$ cat config.mk
export PLATFORM = sky130hd
export DESIGN_NAME = store_buffer
export DESIGN_NICKNAME = d
export VERILOG_FILES = /design/src/rtl/mips16_pkg.sv /design/src/rtl/sb_fifo.sv /design/src/rtl/store_buffer.sv
export SDC_FILE = /design/constraint.sdc
export NUM_CORES = 1
export LEC_CHECK = 0
export CORE_MARGIN = 3
export CORE_UTILIZATION = 41
export CTS_BUF_LIST = sky130_fd_sc_hd__clkbuf_16
export DETAILED_ROUTE_END_ITERATION = 16
export HOLD_SLACK_MARGIN = 0.1
export PLACE_DENSITY = 0.72
export SLEW_MARGIN = 20
export SYNTH_ARGS = -nofsm -noshare
export SYNTH_HDL_FRONTEND = slang
export SYNTH_SLANG_ARGS = --single-unit
$ cat constraint.sdc
create_clock -name clock -period 13.5 [get_ports clock]
set_input_delay 3.375 -clock clock [delete_from_list [all_inputs] [get_ports clock]]
set_output_delay 3.375 -clock clock [all_outputs]
set_load 0.05 [all_outputs]
$ cat src/rtl/mips16_pkg.sv
// mips16_pkg: shared data-path widths and store-buffer defaults
package mips16_pkg;
  localparam int SB_ADDR_W = 16;
  localparam int SB_DATA_W = 16;
  localparam int SB_DEPTH = 4;
  typedef enum logic [1:0] {PORT_IDLE, PORT_LOAD, PORT_DRAIN} port_op_e;
endpackage

$ cat src/rtl/sb_fifo.sv
// sb_fifo: circular store storage with head/tail pointers and occupancy count
module sb_fifo
  import mips16_pkg::*;
#(
  parameter int DEPTH = SB_DEPTH,
  parameter int ADDR_W = SB_ADDR_W,
  parameter int DATA_W = SB_DATA_W,
  localparam int PW = $clog2(DEPTH),
  localparam int CW = PW + 1
) (
  input  logic              clock,
  input  logic              reset_n,
  input  logic              push,
  input  logic              pop,
  input  logic [ADDR_W-1:0] push_addr,
  input  logic [DATA_W-1:0] push_data,
  output logic [PW-1:0]     head,
  output logic [CW-1:0]     count,
  output logic [ADDR_W-1:0] addr_q [DEPTH],
  output logic [DATA_W-1:0] data_q [DEPTH]
);
  logic [PW-1:0] tail;
  always_ff @(posedge clock)
    if (!reset_n) begin
      head <= '0;
      tail <= '0;
      count <= '0;
    end else begin
      head <= head + PW'(pop);
      tail <= tail + PW'(push);
      count <= count + CW'(push) - CW'(pop);
    end
  always_ff @(posedge clock)
    if (push) begin
      addr_q[tail] <= push_addr;
      data_q[tail] <= push_data;
    end
endmodule

$ cat src/rtl/store_buffer.sv
// store_buffer: write buffer between MEM stage and data memory; loads win the port.
// STORE_BUF_FWD_EN enables store-to-load forwarding, otherwise matching loads stall.
module store_buffer
  import mips16_pkg::*;
#(
  parameter int DEPTH = SB_DEPTH,
  parameter int ADDR_W = SB_ADDR_W,
  parameter int DATA_W = SB_DATA_W,
  localparam int PW = $clog2(DEPTH),
  localparam int CW = PW + 1
) (
  input  logic              clock,
  input  logic              reset_n,
  input  logic              cpu_rd,
  input  logic              cpu_wr,
  input  logic [ADDR_W-1:0] cpu_addr,
  input  logic [DATA_W-1:0] cpu_wdata,
  output logic [DATA_W-1:0] cpu_rdata,
  output logic              cpu_rvalid,
  output logic              stall,
  output logic              mem_rm,
  output logic              mem_wm,
  output logic [ADDR_W-1:0] mem_addr,
  output logic [DATA_W-1:0] mem_wdata,
  input  logic [DATA_W-1:0] mem_rdata,
  output logic              empty,
  output logic [CW-1:0]     count
);
  logic [PW-1:0] head, idx;
  logic [ADDR_W-1:0] addr_q [DEPTH];
  logic [DATA_W-1:0] data_q [DEPTH];
  logic full, busy, ld_acc, push, pop, hit;
  logic [DATA_W-1:0] hit_data;
  port_op_e op;
  sb_fifo #(.DEPTH(DEPTH), .ADDR_W(ADDR_W), .DATA_W(DATA_W)) u_fifo (
    .clock(clock), .reset_n(reset_n), .push(push), .pop(pop),
    .push_addr(cpu_addr), .push_data(cpu_wdata),
    .head(head), .count(count), .addr_q(addr_q), .data_q(data_q)
  );
  // walk oldest to youngest so the last match wins
  always_comb begin
    hit = 1'b0;
    hit_data = '0;
    idx = '0;
    for (int i = 0; i < DEPTH; i++) begin
      idx = head + PW'(i);
      if (CW'(i) < count && addr_q[idx] == cpu_addr) begin
        hit = 1'b1;
        hit_data = data_q[idx];
      end
    end
  end
  assign full = count == CW'(DEPTH);
  assign empty = count == '0;
`ifdef STORE_BUF_FWD_EN
  assign stall = cpu_wr & full;
`else
  assign stall = cpu_wr ? full : cpu_rd & hit;
`endif
  // an unstalled cpu_rd owns the port even when paired with a store, holding drains off
  assign busy = reset_n & cpu_rd & ~stall;
  assign ld_acc = busy & ~cpu_wr;
  assign push = reset_n & cpu_wr & ~full;
  assign pop = reset_n & ~busy & ~empty;
  assign op = ld_acc ? PORT_LOAD : pop ? PORT_DRAIN : PORT_IDLE;
  assign mem_rm = op == PORT_LOAD;
  assign mem_wm = op == PORT_DRAIN;
  assign mem_addr = op == PORT_LOAD ? cpu_addr : op == PORT_DRAIN ? addr_q[head] : '0;
  assign mem_wdata = op == PORT_DRAIN ? data_q[head] : '0;
  always_ff @(posedge clock)
    if (!reset_n) begin
      cpu_rdata <= '0;
      cpu_rvalid <= 1'b0;
    end else begin
      cpu_rvalid <= ld_acc;
      if (ld_acc) cpu_rdata <= hit ? hit_data : mem_rdata;
    end
endmodule
==> metrics.csv <==
metric,value,unit
status,finished clean,
Post-CTS Resized,0,
synth top area cells,"edfxtp_1 (46%), mux4_2 (14%), mux2i_1 (8.9%), dfxtp_1 (5.7%), xnor2_1 (4.0%)",
Synth warnings,0,
filler cell count,1686,
Nets,748,
CTS Buf Count,17,
RSZ-0062 raised after global routing,false,
Setup-failing EPs final,0,
Critical Path End Type,primary output,
final slew viol count,0,
post-synth top area share,0.4593,
CTS tree,done,
Mapped Area,0.008368,sq mm
Worst-Margin Slew,0.9657,ns
routed vias/inst,5.589,
register bit total from synthesis,152,
Die X,148.9,um
first-pass GRT wire length,31030,um
Synth Flop Type,edfxtp_1,
Post-CTS Hold Buffers,0,
WL/cell,20.38,um
antenna violations before repair,1,
P_leak,3.237,nW
synthesized instance count,603,
Min-Delay Path Class,flop to flop,
Critical R2R Launch,u_fifo.head[1],
mean post-synth cell area,13.88,sq um
core region area,0.01978,sq mm
# Post-CTS Setup Buffers,0,
Overall Power,1.610,mW
Max Cap Viol,0,
HPWL Detailed,13290,um
register area,0.004332,sq mm
post-place setup slack,2.397,ns
critical path class,input port to primary output,
Detail Route Antenna Nets,0,
drt initial violations,408,
Setup WS post-layout,2.418,ns
Worst setup SP type,input port,
clk buf depth,2,
share of cells above drive strength 1,0.1724,
top-count cell post-synth,edfxtp_1,
vias in the first global route,5583,
Multi-input gate area,0.003744,sq mm
worst-skew pair later-pin latency,0.42,ns
GR Overflow Total,0,
"Seq/Total Area, Yosys",0.5167,
starting density of the core,0.4230,
htree depth,4,
io pins,108,
cell taking the most area after synthesis,edfxtp_1,
Fmax achieved,0.09024,GHz
Post-synth EDFFs,128,
Total Routing Usage GR,0.1813,
"Arr. time, crit path",7.71,ns
die area,0.02216,sq mm
hold path start,cpu_rdata[3],
Setup crit start,cpu_addr[12],
Die Span Y,148.9,um
Max IR drop VDD,115.7,uV
setup tns final,0,ns
CTS Root Cell,clkbuf_16,
"FFs w/ async S/R, synth",0,
Finished Cell Area,0.01015,sq mm
Placement Cell Area,0.009577,sq mm
"Area growth, synth to finish",21.26,%
row count,51,
critical path data required time,10.12,ns
Final Hold Fails,0,
hold_ws,0.4585,ns
P per Cell Area,158.7,mW/mm^2
I/O Buffers,107,
via count,5405,
Worst slew margin,0.3547,
routability congestion estimate,0.9342,
clock slew at reported path FFs,0.06,ns
largest net degree at the start of global routing,70,
clk sinks,152,
drt first pass iters,5,
largest fanout on the critical path,28,
fin crit period,11.08,ns
Synth cell types,50,
ant diodes,0,
final worst clock skew,0.007187,ns
# DRC,0,
Post-synth top cells,"edfxtp_1 (128), mux2i_1 (74), nand2_1 (74)",
final WL,19710,um
Post-Syn Nets,662,
part of the cycle the worst path needs,0.8209,
-- sequential cells by signal, indices dropped and copies added (netlist names) --
| name | cells |
|---|---|
| cpu_rvalid | 1 |
| u_fifo.addr_q | 64 |
| u_fifo.tail | 2 |
| u_fifo.head | 2 |
| u_fifo.count | 3 |
| u_fifo.data_q | 64 |
| cpu_rdata | 16 |
-- area by class of cell --
cell class	count	share of cell area
flip-flops and latches	152	0.4269
multi-input cells	390	0.3689
repair buffers	115	0.1113
clock buffers	17	0.04192
well taps	265	0.03268
clock inverters	15	0.01344
inverters	13	0.004809
-- critical path, stage by stage --
cell and delay (ns):
clkdlybuf4s50_1 0.71, inv_1 0.21, o221ai_1 0.19, nor3_1 0.08, o22a_1 0.19, nand3_1 0.14, o2111ai_2 0.25, nor2_4 0.81
buf_4 0.55, mux2i_1 0.30, clkdlybuf4s50_1 0.84
-- kinds of logic (layout without fill, tap and decap cells) --
group	Yosys count	after routing	share of synthesized area
muxes	134	134	0.2392
AOI/OAI and AO/OA	31	31	0.02931
adders and majority gates	7	7	0.01136
DFF	152	152	0.5167
buffers and inverters	61	160	0.03768
xor gates and xnor gates	62	62	0.06489
and+or+nand+nor	156	156	0.1008
-- report_power, final --
part / switching [mW] / internal, mW
Clock: 0.184 / 0.269
Sequential: 0.0299 / 0.538
Combinational: 0.344 / 0.246
Total: 0.558 / 1.05
-- path summary, 6_finish.rpt --
kind	end	slack, ns	cells past startpoint
worst max register to register	u_fifo.count[2]	7.97	16
worst max-delay path	mem_addr[7]	2.42	11
worst min-delay path	cpu_rdata[3]	0.46	2
worst min register to register	cpu_rdata[3]	0.46	2
-- per-stage QoR --
stage,util,cells
after floorplan,-,603
after global placement,0.4841,935
after detailed placement,0.4841,935
after CTS,0.5125,967
after global routing,0.5130,967
final,0.5130,967
-- cells in the final DEF, fill, tap and decap left out, types with 14 or more instances in the layout --
cell type | synthesis | final
clkbuf_16 | 0 | 17
nand2_1 | 74 | 74
edfxtp_1 | 128 | 128
nor2_1 | 16 | 14
dfxtp_1 | 24 | 22
inv_1 | 13 | 15
clkdlybuf4s50_1 | 0 | 106
nor3b_2 | 16 | 17
mux4_2 | 52 | 52
mux2i_1 | 74 | 74
xor2_1 | 24 | 24
xnor2_1 | 38 | 38
-- metal layers --
metal / global-route usage / share of wire / vias to the layer above
li1: - / - / 2465
met1: 0.2367 / 0.42 / 2760
met2: 0.3069 / 0.51 / 159
met3: 0.04011 / 0.055 / 19
met4: 0.05172 / 0.013 / 2
met5: 0 / 0.0010 / -
No activity file was read; power rests on OpenSTA's default activity.
